<file path="config.mk">
export PLATFORM = sky130hd
export DESIGN_NAME = spislave
export DESIGN_NICKNAME = d
export VERILOG_FILES = /design/src/rtl/spislave_pkg.sv /design/src/rtl/spi_sync_edge.sv /design/src/rtl/spislave.sv
export SDC_FILE = /design/constraint.sdc
export NUM_CORES = 1
export LEC_CHECK = 0
export ABC_AREA = 0
export CAP_MARGIN = 40
export CORE_MARGIN = 3
export CORE_UTILIZATION = 35
export DETAILED_ROUTE_END_ITERATION = 10
export GPL_TIMING_DRIVEN = 0
export PLACE_DENSITY = 0.56
export SYNTH_ARGS = -nofsm -noshare
export SYNTH_HDL_FRONTEND = slang
export SYNTH_SLANG_ARGS = --single-unit
</file>
<file path="constraint.sdc">
create_clock -name clkin -period 2.45 [get_ports clkin]
set_input_delay 0.245 -clock clkin [delete_from_list [all_inputs] [get_ports clkin]]
set_output_delay 0.245 -clock clkin [all_outputs]
set_load 0.02 [all_outputs]
</file>
<file path="src/rtl/spislave_pkg.sv">
// Shared types and constants for the SPI target: state encoding, widths,
// mode codes and the frame-length mask helper.
package spislave_pkg;

    typedef enum logic {
        ST_IDLE,
        ST_ACTIVE
    } state_t;

    localparam int unsigned CNT_W  = 5;
    localparam int unsigned BITS_W = CNT_W - 1;
    localparam int unsigned DATA_W = 16;

    // {cpol, cpha}
    localparam logic [1:0] SPI_MODE0 = 2'b00;
    localparam logic [1:0] SPI_MODE1 = 2'b01;
    localparam logic [1:0] SPI_MODE2 = 2'b10;
    localparam logic [1:0] SPI_MODE3 = 2'b11;

    // Mask with len_m1+1 low bits set (0 -> 1 bit, 15 -> 16 bits).
    function automatic logic [DATA_W-1:0] frame_mask(input logic [BITS_W-1:0] len_m1);
        logic [DATA_W:0] m;
        m = ({{DATA_W{1'b0}}, 1'b1} << ({1'b0, len_m1} + 5'd1)) - {{DATA_W{1'b0}}, 1'b1};
        return m[DATA_W-1:0];
    endfunction

endpackage

</file>
<file path="src/rtl/spi_sync_edge.sv">
// Multi-stage synchronizer for an asynchronous pin, with registered level
// and single-cycle rise/fall pulses aligned to that level.
module spi_sync_edge #(
    parameter int unsigned STAGES    = 2,
    parameter logic        RESET_VAL = 1'b0
) (
    input  logic clk,
    input  logic rst_n,
    input  logic din,
    output logic level,
    output logic rise,
    output logic fall
);

    logic [STAGES-1:0] chain;

    always_ff @(posedge clk or negedge rst_n) begin
        if (!rst_n) begin
            chain <= {STAGES{RESET_VAL}};
            level <= RESET_VAL;
            rise  <= 1'b0;
            fall  <= 1'b0;
        end else begin
            chain <= {chain[STAGES-2:0], din};
            level <= chain[STAGES-1];
            rise  <= chain[STAGES-1] & ~level;
            fall  <= ~chain[STAGES-1] & level;
        end
    end

endmodule

</file>
<file path="src/rtl/spislave.sv">
// SPI target: oversampled SCLK/CS/MOSI, all four CPOL/CPHA modes, 1-16 bit
// MSB-first frames, one TX holding register, back-to-back frames under one CS.
module spislave
    import spislave_pkg::*;
#(
    parameter int unsigned SYNC_STAGES = 2
) (
    input  logic              clkin,
    input  logic              rst_n,
    input  logic              cpol,
    input  logic              cpha,
    input  logic [BITS_W-1:0] bits,
    input  logic [DATA_W-1:0] tx_data,
    input  logic              tx_load,
    output logic              tx_ready,
    output logic              tx_underrun,
    output logic [DATA_W-1:0] rx_data,
    output logic              rx_valid,
    output logic              frame_abort,
    output logic              busy,
    input  logic              sclk,
    input  logic              mosi,
    input  logic              cs_n,
    output logic              miso,
    output logic              miso_oe
);

    logic sclk_level, sclk_rise, sclk_fall;
    logic cs_level, cs_rise, cs_fall;
    logic [SYNC_STAGES-1:0] mosi_chain;
    logic mosi_s;

    spi_sync_edge #(.STAGES(SYNC_STAGES), .RESET_VAL(1'b0)) u_sync_sclk (
        .clk   (clkin),
        .rst_n (rst_n),
        .din   (sclk),
        .level (sclk_level),
        .rise  (sclk_rise),
        .fall  (sclk_fall)
    );

    spi_sync_edge #(.STAGES(SYNC_STAGES), .RESET_VAL(1'b1)) u_sync_cs (
        .clk   (clkin),
        .rst_n (rst_n),
        .din   (cs_n),
        .level (cs_level),
        .rise  (cs_rise),
        .fall  (cs_fall)
    );

    always_ff @(posedge clkin or negedge rst_n) begin
        if (!rst_n) begin
            mosi_chain <= '0;
        end else begin
            mosi_chain <= {mosi_chain[SYNC_STAGES-2:0], mosi};
        end
    end

    assign mosi_s  = mosi_chain[SYNC_STAGES-1];
    assign busy    = ~cs_level;
    assign miso_oe = busy;

    state_t            state;
    logic [CNT_W-1:0]  cnt;
    logic [BITS_W-1:0] bits_lat;
    logic [DATA_W-1:0] hold;
    logic [DATA_W-1:0] tx_sh;
    logic [DATA_W-1:0] rx_sh;
    logic              sampled;
    logic              done_pend;

    logic              sample_lead;
    logic              sclk_edge, lead_edge, trail_edge;
    logic              sample_edge, drive_edge;
    logic              frame_start;
    logic [DATA_W-1:0] start_word;
    logic [DATA_W-1:0] shifted;

    always_comb begin
        sample_lead = 1'b1;
        case ({cpol, cpha})
            SPI_MODE0, SPI_MODE2: sample_lead = 1'b1;
            SPI_MODE1, SPI_MODE3: sample_lead = 1'b0;
            default:              sample_lead = 1'b1;
        endcase
        // Level after the edge differs from cpol exactly on a leading edge.
        sclk_edge   = sclk_rise | sclk_fall;
        lead_edge   = sclk_edge & (sclk_level ^ cpol);
        trail_edge  = sclk_edge & ~(sclk_level ^ cpol);
        sample_edge = sample_lead ? lead_edge : trail_edge;
        drive_edge  = sample_lead ? trail_edge : lead_edge;
        frame_start = ((state == ST_IDLE) && cs_fall) ||
                      ((state == ST_ACTIVE) && done_pend && !cs_rise);
        start_word  = tx_ready ? '0 : hold;
        shifted     = tx_sh << 1;
    end

    always_ff @(posedge clkin or negedge rst_n) begin
        if (!rst_n) begin
            state       <= ST_IDLE;
            cnt         <= '0;
            bits_lat    <= '0;
            hold        <= '0;
            tx_sh       <= '0;
            rx_sh       <= '0;
            sampled     <= 1'b0;
            done_pend   <= 1'b0;
            tx_ready    <= 1'b1;
            tx_underrun <= 1'b0;
            rx_data     <= '0;
            rx_valid    <= 1'b0;
            frame_abort <= 1'b0;
            miso        <= 1'b0;
        end else begin
            tx_underrun <= 1'b0;
            rx_valid    <= 1'b0;
            frame_abort <= 1'b0;

            case (state)
                ST_IDLE: begin
                    if (cs_fall) begin
                        state <= ST_ACTIVE;
                    end
                end
                ST_ACTIVE: begin
                    if (done_pend) begin
                        rx_data  <= rx_sh & frame_mask(bits_lat);
                        rx_valid <= 1'b1;
                    end
                    if (cs_rise) begin
                        state     <= ST_IDLE;
                        cnt       <= '0;
                        miso      <= 1'b0;
                        sampled   <= 1'b0;
                        done_pend <= 1'b0;
                        if (!done_pend && sampled) begin
                            frame_abort <= 1'b1;
                        end
                    end else if (!done_pend) begin
                        if (sample_edge) begin
                            rx_sh   <= {rx_sh[DATA_W-2:0], mosi_s};
                            sampled <= 1'b1;
                            if (cnt == '0) begin
                                done_pend <= 1'b1;
                            end else begin
                                cnt <= cnt - 5'd1;
                            end
                        end
                        // Before the first sample of a frame a drive edge only
                        // re-presents the MSB; this absorbs the trailing edge
                        // that follows a back-to-back completion in CPHA=0.
                        if (drive_edge) begin
                            if (sampled) begin
                                tx_sh <= shifted;
                                miso  <= shifted[bits_lat];
                            end else begin
                                miso <= tx_sh[bits_lat];
                            end
                        end
                    end
                end
                default: state <= ST_IDLE;
            endcase

            if (frame_start) begin
                cnt         <= {1'b0, bits};
                bits_lat    <= bits;
                tx_sh       <= start_word;
                miso        <= start_word[bits];
                tx_underrun <= tx_ready;
                tx_ready    <= 1'b1;
                rx_sh       <= '0;
                sampled     <= 1'b0;
                done_pend   <= 1'b0;
            end

            if (tx_load && tx_ready) begin
                hold     <= tx_data;
                tx_ready <= 1'b0;
            end
        end
    end

endmodule

</file>
==> run summary, run 1 <==
=================================================================================
Arrival time at the worst endpoint .................................      2.41 ns
Total number of vias ...............................................         3207
Dominant cell type by area after synthesis ......................... sky130_fd_sc_hd__dfrtp_1
Layout area overhead ...............................................        24.4%
Overall power consumption ..........................................    0.00560 W
# IOs ..............................................................           51
Distinct cell type count of the synthesized netlist ................           52
Worst setup EP type ................................................     register
CTS Root Buffer Type ............................................... sky130_fd_sc_hd__clkbuf_16
Via count of the first global-routing pass .........................         3300
Fraction of synthesized cell area taken by the top area cell type ..        0.514
Number of clock buffers inserted by TritonCTS ......................            9
Critical Setup Path Class ..........................................      reg2reg
Initial Utilization ................................................        0.360
Wirelength per Cell ................................................      15.4 um
Required @ worst endpoint ..........................................      2.71 ns
Seq/Total Area, Yosys ..............................................        0.538
Aggregate global routing overflow ..................................            0
Final #Nets ........................................................          495
CTS tree ...........................................................        built
Post-synthesis register bit count ..................................           93
Top cells by area in the synthesized netlist ....................... sky130_fd_sc_hd__dfrtp_1 51%, sky130_fd_sc_hd__nand2_1 5.4%, sky130_fd_sc_hd__mux4_2 4.7%
Violation count after the first detailed-route iteration ...........          192
Max Cap Violations .................................................            0
Routed vias/inst ...................................................         5.03
Post-DP HPWL .......................................................      7240 um
Status ............................................................. complete, no violations
Largest net degree at the start of global routing ..................           54
Maximum clock rate .................................................      465 MHz
Tightest slew margin relative to the limit .........................        0.401
Critical path launch point type ....................................     register
Top FF cell, synth ................................................. sky130_fd_sc_hd__dfrtp_1
Clock buffer depth .................................................            2
Worst-margin pin slew ..............................................     0.886 ns
EDFF count, synth ..................................................            0
Setup clock skew after layout ......................................   0.00760 ns
Global-route wire length before repair .............................     16600 um
Sink count of the clock tree .......................................           93
Tmin final .........................................................      2.15 ns
DRC violation count after routing ..................................            0
Number of antenna-violating nets in the routed design ..............            0
Number of antenna violations at the first check in global routing ..            0
Area of the multi-input gates ...................................... 0.00187 mm^2
Largest fanout on the critical path ................................           10
Routability-driven placement congestion ratio ......................        0.788
Final-report hold violation count ..................................            0
Register cell area after layout .................................... 0.00233 mm^2
Final critical-path setup slack ....................................     0.300 ns
RSZ-0062 raised after global routing ...............................        false
Area inside the core boundary ......................................  0.0121 mm^2
Yosys warns ........................................................            0
Clock network latency to the later pin of the worst-skew pair ......      0.35 ns
Per-instance average area after synthesis ..........................    10.8 um^2
1st-pass router iterations .........................................            4
Horizontal die dimension ...........................................       117 um
Fraction of synthesis flops using an asynchronous set or reset pin .         1.00
Total length of routed wires .......................................      9790 um
Fin crit share .....................................................        0.878
Postcts setup bufs .................................................            0
Syn_nets ...........................................................          434
Total die area .....................................................  0.0138 mm^2
Share of layout cells above drive strength 1 .......................        0.126
Worst Hold Class ...................................................       in2reg
Clock Pin Slew Worst Setup and Hold Paths ..........................      0.06 ns
Power Dens Cells ................................................... 1040 mW/mm^2
Setup WS pre-CTS ...................................................   -0.0309 ns
Final setup violation count ........................................            0
Antenna fix cells ..................................................            0
Fin. max-slew vios .................................................            0
Die Span Y .........................................................       117 um
Total routing resource utilization after global routing ............        0.149
Post-synthesis instance area ....................................... 0.00434 mm^2
Worst-case vdd ir drop .............................................       380 uV
Lkg Pwr ............................................................      2.37 nW
# fillers ..........................................................         1160
Number of input and output port buffers inserted ...................           49
Clock H-tree levels ................................................            3
Post-Syn Instances .................................................          403
Cell row count .....................................................           40
=================================================================================
[path summary, 6_finish.rpt]
path	startpoint	to	slack (ns)	cells past startpoint
min	bits[0]	bits_lat[0]	0.29	3
min in group asynchronous	rst_n	rx_data[3]	0.43	2
max reg2reg	bits_lat[1]	rx_data[12]	0.30	8
min reg2reg	u_sync_sclk.chain[0]	u_sync_sclk.chain[1]	0.35	0
max	bits_lat[1]	rx_data[12]	0.30	8
max in group asynchronous	rst_n	tx_ready	1.32	3
[cells by family after synthesis]
kind of cell	share of synthesized area
AND/OR/NAND/NOR	0.141
AO/OA/AOI/OAI	0.157
flip-flops	0.538
buffers and inverters	0.0320
multiplexers	0.109
XOR/XNOR	0.0133
adder cells (fa/ha/maj)	0.00866
other	0.000865
[flip-flops by register name (all words and copies together) (netlist names), 2 cells and up]
| signal | flops |
|---|---|
| bits_lat | 4 |
| cnt | 5 |
| hold | 16 |
| mosi_chain | 2 |
| rx_data | 16 |
| rx_sh | 16 |
| tx_sh | 16 |
| u_sync_cs.chain | 2 |
| u_sync_sclk.chain | 2 |
[critical path, stage by stage, from the launching register on]
cell,delay (ns)
sky130_fd_sc_hd__dfrtp_1,0.36
sky130_fd_sc_hd__clkbuf_1,0.26
sky130_fd_sc_hd__nor3_2,0.30
sky130_fd_sc_hd__nand2_1,0.15
sky130_fd_sc_hd__ha_1,0.31
sky130_fd_sc_hd__nor2b_2,0.22
sky130_fd_sc_hd__and4b_1,0.23
sky130_fd_sc_hd__o21ai_0,0.10
sky130_fd_sc_hd__o21ai_0,0.15
[routing by layer]
metal	GRT usage	up-vias	wire length (um)
met3	0.0333	17	364
met4	0.0623	0	223
li1	-	1571	-
met1	0.197	1557	4620
met5	0	-	0
met2	0.238	62	4590
[report_power, final]
part / switching (W) / internal [W] / total [W]
Sequential: 0.000352 / 0.00197 / 0.00232
Clock: 0.000584 / 0.000921 / 0.00151
Combinational: 0.000909 / 0.000870 / 0.00178
[synthesized netlist by cell type (3+ instances only)]
| cell type | count |
|---|---|
| sky130_fd_sc_hd__a21oi_1 | 24 |
| sky130_fd_sc_hd__a22o_1 | 18 |
| sky130_fd_sc_hd__a31oi_1 | 3 |
| sky130_fd_sc_hd__and2_1 | 3 |
| sky130_fd_sc_hd__and3_1 | 16 |
| sky130_fd_sc_hd__buf_2 | 3 |
| sky130_fd_sc_hd__clkbuf_1 | 21 |
| sky130_fd_sc_hd__dfrtp_1 | 89 |
| sky130_fd_sc_hd__dfstp_2 | 4 |
| sky130_fd_sc_hd__ha_1 | 3 |
| sky130_fd_sc_hd__inv_1 | 10 |
| sky130_fd_sc_hd__mux2_2 | 16 |
| sky130_fd_sc_hd__mux2i_1 | 9 |
| sky130_fd_sc_hd__mux4_2 | 9 |
| sky130_fd_sc_hd__nand2_1 | 62 |
| sky130_fd_sc_hd__nand2b_1 | 5 |
| sky130_fd_sc_hd__nand3_1 | 6 |
| sky130_fd_sc_hd__nor2_1 | 13 |
| sky130_fd_sc_hd__nor2b_1 | 6 |
| sky130_fd_sc_hd__nor3_1 | 3 |
| sky130_fd_sc_hd__o21ai_0 | 39 |
| sky130_fd_sc_hd__o22ai_1 | 3 |
| sky130_fd_sc_hd__xnor2_1 | 4 |
[layout by cell type, fill, tap and decap left out, types with 3 or more instances in the layout]
cell type,Yosys,layout
sky130_fd_sc_hd__a21oi_1,24,24
sky130_fd_sc_hd__a22o_1,18,18
sky130_fd_sc_hd__a31oi_1,3,3
sky130_fd_sc_hd__and2_1,3,3
sky130_fd_sc_hd__and3_1,16,16
sky130_fd_sc_hd__buf_2,3,3
sky130_fd_sc_hd__clkbuf_1,21,22
sky130_fd_sc_hd__clkbuf_16,0,9
sky130_fd_sc_hd__clkdlybuf4s50_1,0,48
sky130_fd_sc_hd__dfrtp_1,89,89
sky130_fd_sc_hd__dfstp_2,4,4
sky130_fd_sc_hd__ha_1,3,3
sky130_fd_sc_hd__inv_1,10,10
sky130_fd_sc_hd__mux2_2,16,16
sky130_fd_sc_hd__mux2i_1,9,9
sky130_fd_sc_hd__mux4_2,9,9
sky130_fd_sc_hd__nand2_1,62,62
sky130_fd_sc_hd__nand2b_1,5,5
sky130_fd_sc_hd__nand3_1,6,6
sky130_fd_sc_hd__nor2_1,13,13
sky130_fd_sc_hd__nor2b_1,6,5
sky130_fd_sc_hd__o21ai_0,39,39
sky130_fd_sc_hd__o22ai_1,3,3
sky130_fd_sc_hd__xnor2_1,4,4
[per-stage QoR]
stage	std cells	TNS, ns	cell area [um^2]	hold slack (ns)	util
after floorplan	403	0	4340	-0.0506	-
after global placement	620	-214.85	5040	0.336	0.418
after detailed placement	621	-0.0533	5060	0.273	0.420
after CTS	638	0	5400	0.286	0.447
after global routing	637	0	5400	0.303	0.447
final	637	0	5400	0.293	0.447
[final cells by class]
cell class	instances	share of cell area
multi-input cells	275	0.347
well taps	168	0.0390
clock inverters	4	0.0135
repair buffers	51	0.0974
flip-flops and latches	93	0.432
inverters	10	0.00696
plain buffers	24	0.0181
clock buffers	12	0.0457
[timing repair]
| item | in CTS | in global routing |
|---|---|---|
| setup endpoints to repair | 3 | 5 |
| resized for setup | 1 | 1 |
| hold buffers | 1 | 0 |
| hold endpoints to repair | 40 | 0 |
(Power assumes the default switching activity.)
==> run 2, diff against run 1 <==
- SKIP_LAST_GASP: unset -> 1
- SYNTH_HIERARCHICAL: unset -> 1
==> run 2 against run 1 <==
Wire length is 4.6% higher. Flip-flop and latch count did not move. Non-clock buffer count increased by 4. First-iteration DRC count stayed put. Combinational power up 15%. Core utilization rose by 0.54 points. Largest cell class unchanged. Highest routed layer unchanged.
==> run summary, run 2 <==
=====================================================================================
Int Power ..............................................................    0.00378 W   +0.54%
Met2 routing resource usage after global routing .......................        0.221   -0.0170
Total die area .........................................................  0.0142 mm^2   +3.4%
Clock Pin Slew Worst Setup and Hold Paths ..............................      0.07 ns   about the same
Initial Utilization ....................................................        0.367   +0.00699
Max Cap Violations .....................................................            0   unchanged
Worst Hold Class .......................................................       in2reg
Post-synthesis register bit count ......................................           93   unchanged
Horizontal die dimension ...............................................       119 um   +1.7%
Number of clock buffers inserted by TritonCTS ..........................            9   unchanged
Tmin final .............................................................      2.21 ns   +0.0644 ns
Number of antenna violations at the first check in global routing ......            0   unchanged
Routability-driven placement congestion ratio ..........................        0.821   +4.2%
Yosys warns ............................................................            6   +6
Tightest slew margin relative to the limit .............................        0.609   +0.208
Post-Syn Instances .....................................................          432   +7.2%
CP max stage delay .....................................................      0.36 ns   about the same
Worst setup EP type ....................................................     register
Total length of routed wires ...........................................     10200 um   +4.6%
Critical register-to-register path endpoint ............................  rx_data[12]
Largest net degree at the start of global routing ......................           50   -7.4%
Met1 track utilization from global routing .............................        0.212   +0.0156
Number of antenna-violating nets in the routed design ..................            0   unchanged
Final-report hold violation count ......................................            0   unchanged
Top FF cell, synth ..................................................... sky130_fd_sc_hd__dfrtp_1
Worst-case vdd ir drop .................................................       576 uV   +52%
Syn_nets ...............................................................          463   +6.7%
Seq/Total Area, Yosys ..................................................        0.519   -0.0189
Post-synthesis instance area ........................................... 0.00449 mm^2   +3.6%
Layout Cell Area excl Fill ............................................. 0.00555 mm^2   +2.9%
EDFF count, synth ......................................................            0   unchanged
Largest fanout on the critical path ....................................            9   -1
# IOs ..................................................................           51   unchanged
Most utilized layer in the global route result .........................         met2
Startpoint of the worst register-to-register path ......................  bits_lat[1]
Most frequent cells after synthesis .................................... 89 x sky130_fd_sc_hd__dfrtp_1, 68 x sky130_fd_sc_hd__nand2_1, 28 x sky130_fd_sc_hd__a21oi_1
Flop2flop setup slack ..................................................      0.24 ns   -0.06 ns
Start point of the worst min-delay path ................................      bits[0]
Critical Setup Path Class ..............................................      reg2reg
Total routing resource utilization after global routing ................        0.149   about the same
# fillers ..............................................................         1206   +4.0%
Proportion of power drawn by the clock network .........................        0.250   -0.019
Aggregate global routing overflow ......................................            0   unchanged
1st-pass router iterations .............................................            4   unchanged
Cell depth of the worst hold path ......................................            3   unchanged
Post-detailed-placement cell area ...................................... 0.00522 mm^2   +3.1%
Final #Nets ............................................................          525   +6.1%
Wirelength per Cell ....................................................      15.3 um   -0.13%
Violation count after the first detailed-route iteration ...............          192   unchanged
Most frequent cell after synthesis ..................................... sky130_fd_sc_hd__dfrtp_1
Clock buffer depth .....................................................            2   unchanged
Share of power burned in combinational logic ...........................        0.351   +0.033
Status ................................................................. complete, no violations
DRC violation count after routing ......................................            0   unchanged
Met3 Track Usage GR ....................................................       0.0351   +0.00187
Die Span Y .............................................................       119 um   +1.7%
Fraction of synthesized cell area taken by the top area cell type ......        0.496   -0.0180
Fin. max-slew vios .....................................................            0   unchanged
Startpoint of the worst setup timing path ..............................  bits_lat[1]
Setup clock skew after layout ..........................................   0.00865 ns   +0.00105 ns
Share of layout cells above drive strength 1 ...........................        0.124   -0.00155
Via count of the first global-routing pass .............................         3273   -0.82%
Cell count after placement .............................................          650   +4.7%
Switching fraction of total power ......................................        0.349   +0.0196
RSZ-0062 raised after global routing ...................................        false
Family with the most delay on the worst path ........................... simple AND/OR/NAND/NOR gates
Register share of total power ..........................................        0.399   -0.015
End point of the critical path .........................................  rx_data[12]
Number of input and output port buffers inserted .......................           49   unchanged
Area inside the core boundary ..........................................  0.0123 mm^2   +1.7%
CTS Root Buffer Type ................................................... sky130_fd_sc_hd__clkbuf_16
Postcts setup bufs .....................................................            0   unchanged
Critical path depth in cells ...........................................            9   +1
Power Dens Cells ....................................................... 1050 mW/mm^2   +0.67%
Worst Reg2Reg Path Length in Cells .....................................            9   +1
Post-route insts no fill ...............................................          667   +4.7%
Lkg Pwr ................................................................      2.36 nW   -0.43%
Top cells by area in the synthesized netlist ........................... sky130_fd_sc_hd__dfrtp_1 50%, sky130_fd_sc_hd__nand2_1 5.7%, sky130_fd_sc_hd__mux2i_1 4.5%
Most frequent standard cell in the layout excluding fill and tap cells . sky130_fd_sc_hd__dfrtp_1
Clock H-tree levels ....................................................            3   unchanged
Arrival time at the worst endpoint .....................................      2.48 ns   +0.07 ns
Antenna fix cells ......................................................            0   unchanged
Commonest non-fill, non-tap cells in the layout ........................ 89 x sky130_fd_sc_hd__dfrtp_1, 68 x sky130_fd_sc_hd__nand2_1, 48 x sky130_fd_sc_hd__clkdlybuf4s50_1
Maximum clock rate .....................................................      452 MHz   -2.9%
Critical path launch point type ........................................     register
Total number of vias ...................................................         3398   +6.0%
Slowest library cell on the worst path ................................. sky130_fd_sc_hd__dfrtp_1
CTS tree ...............................................................        built
Clock network latency to the later pin of the worst-skew pair ..........      0.35 ns   about the same
Final setup violation count ............................................            0   unchanged
Sink count of the clock tree ...........................................           93   unchanged
Net switching power of the design ......................................    0.00203 W   +9.7%
Fraction of synthesis flops using an asynchronous set or reset pin .....         1.00   unchanged
Fin crit share .........................................................        0.904   +0.0263
Worst-margin pin slew ..................................................     0.586 ns   -0.299 ns
Cell row count .........................................................           40   unchanged
Layout area overhead ...................................................        23.5%
Global-route wire length before repair .................................     16900 um   +1.5%
Sequence of cells on the critical path ................................. clkbuf_1, nor3_2, nand2b_1, ha_1, inv_1, nand2_1, nor4b_2, o21ai_1, o21ai_0
Required @ worst endpoint ..............................................      2.72 ns   about the same
Count of buffer and inverter cells on the critical path ................            2   +1
Distinct cell type count of the synthesized netlist ....................           58   +12%
Post-DP HPWL ...........................................................      7440 um   +2.8%
Dominant cell type by area after synthesis ............................. sky130_fd_sc_hd__dfrtp_1
Per-instance average area after synthesis ..............................    10.4 um^2   -3.3%
Routed vias/inst .......................................................         5.09   +1.2%
=====================================================================================
-- run 2: cell types whose count changed after synthesis, moves of 5 or more --
cell / before / now
sky130_fd_sc_hd__and3_1: 16 / 2
sky130_fd_sc_hd__nor3b_1: 1 / 15
sky130_fd_sc_hd__o21ai_1: 0 / 26
sky130_fd_sc_hd__mux4_2: 9 / 1
sky130_fd_sc_hd__mux2i_1: 9 / 20
sky130_fd_sc_hd__nor2_1: 13 / 23
sky130_fd_sc_hd__buf_2: 3 / 8
sky130_fd_sc_hd__o21ai_0: 39 / 17
sky130_fd_sc_hd__clkbuf_1: 21 / 15
sky130_fd_sc_hd__mux4_1: 0 / 5
sky130_fd_sc_hd__nand2_1: 62 / 68
sky130_fd_sc_hd__a22o_1: 18 / 3
-- run 2: what timing repair did --
action	CTS	global route
resized for setup	0	2
hold buffers	1	0
hold endpoints to repair	41	0
endpoints found under the setup margin	0	2
-- run 2: power by group through the flow --
stage / clock [W] / sequential [W] / combinational, W
detailed placement: 0 / 0.00234 / 0.00204
global placement: 0 / 0.00233 / 0.00200
floorplan: 0 / 0.00235 / 0.00134
global route: 0.00154 / 0.00239 / 0.00226
finish: 0.00145 / 0.00232 / 0.00204
CTS: 0.00149 / 0.00232 / 0.00205
-- run 2: layer usage --
layer | part of all wire | routed length, um
met1 | 0.49 | 4990
met5 | 0 | 0
met2 | 0.45 | 4570
met3 | 0.048 | 496
met4 | 0.018 | 184
-- run 2: how the worst min path moves through the flow --
stage | to | slack [ns]
2_1_floorplan | bits_lat[0] | -0.05
3_3_place_gp | u_sync_sclk/chain[1] | 0.33
3_5_place_dp | rx_valid | 0.29
4_1_cts | u_sync_cs/chain[0] | 0.28
5_1_grt | u_sync_cs/chain[0] | 0.29
6_report | bits_lat[0] | 0.29
-- run 2: cell type report --
type                            count  area (um^2)  share of cell area
Buffer                             28          134              0.0241
Timing Repair Buffer               51          526              0.0947
Clock buffer                       10          239              0.0431
Sequential cell                    93         2330               0.420
Multi-Input combinational cell    301         2000               0.361
Inverter                           10         37.5             0.00676
Tap cell                          168          210              0.0379
Clock inverter                      6         70.1              0.0126
-- run 2: logic make-up after synthesis --
kind of cell	after synthesis	synth area share
adders and majority gates	3	0.00835
AOI/OAI and AO/OA	101	0.136
DFF	93	0.519
other	1	0.000834
buffers and inverters	38	0.0381
muxes	45	0.126
xor gates and xnor gates	2	0.00724
and+or+nand+nor	149	0.164
-- run 2: through the flow --
stage | setup TNS [ns] | utilization | total power [W] | worst slack (ns) | hold slack (ns)
5_1_grt | 0 | 0.453 | 0.00619 | 0.0493 | 0.292
2_1_floorplan | 0 | - | 0.00368 | 0.465 | -0.0506
6_report | 0 | 0.453 | 0.00580 | 0.236 | 0.293
3_5_place_dp | 0 | 0.426 | 0.00438 | 0.115 | 0.294
3_3_place_gp | -214.24 | 0.424 | 0.00433 | -2.36 | 0.334
4_1_cts | 0 | 0.452 | 0.00585 | 0.0958 | 0.281
-- run 2: worst reg2reg max path: stages (launching register included) --
cell	delay (ns)
sky130_fd_sc_hd__dfrtp_1	0.36
sky130_fd_sc_hd__clkbuf_1	0.21
sky130_fd_sc_hd__nor3_2	0.21
sky130_fd_sc_hd__nand2b_1	0.16
sky130_fd_sc_hd__ha_1	0.32
sky130_fd_sc_hd__inv_1	0.18
sky130_fd_sc_hd__nand2_1	0.15
sky130_fd_sc_hd__nor4b_2	0.29
sky130_fd_sc_hd__o21ai_1	0.12
sky130_fd_sc_hd__o21ai_0	0.14
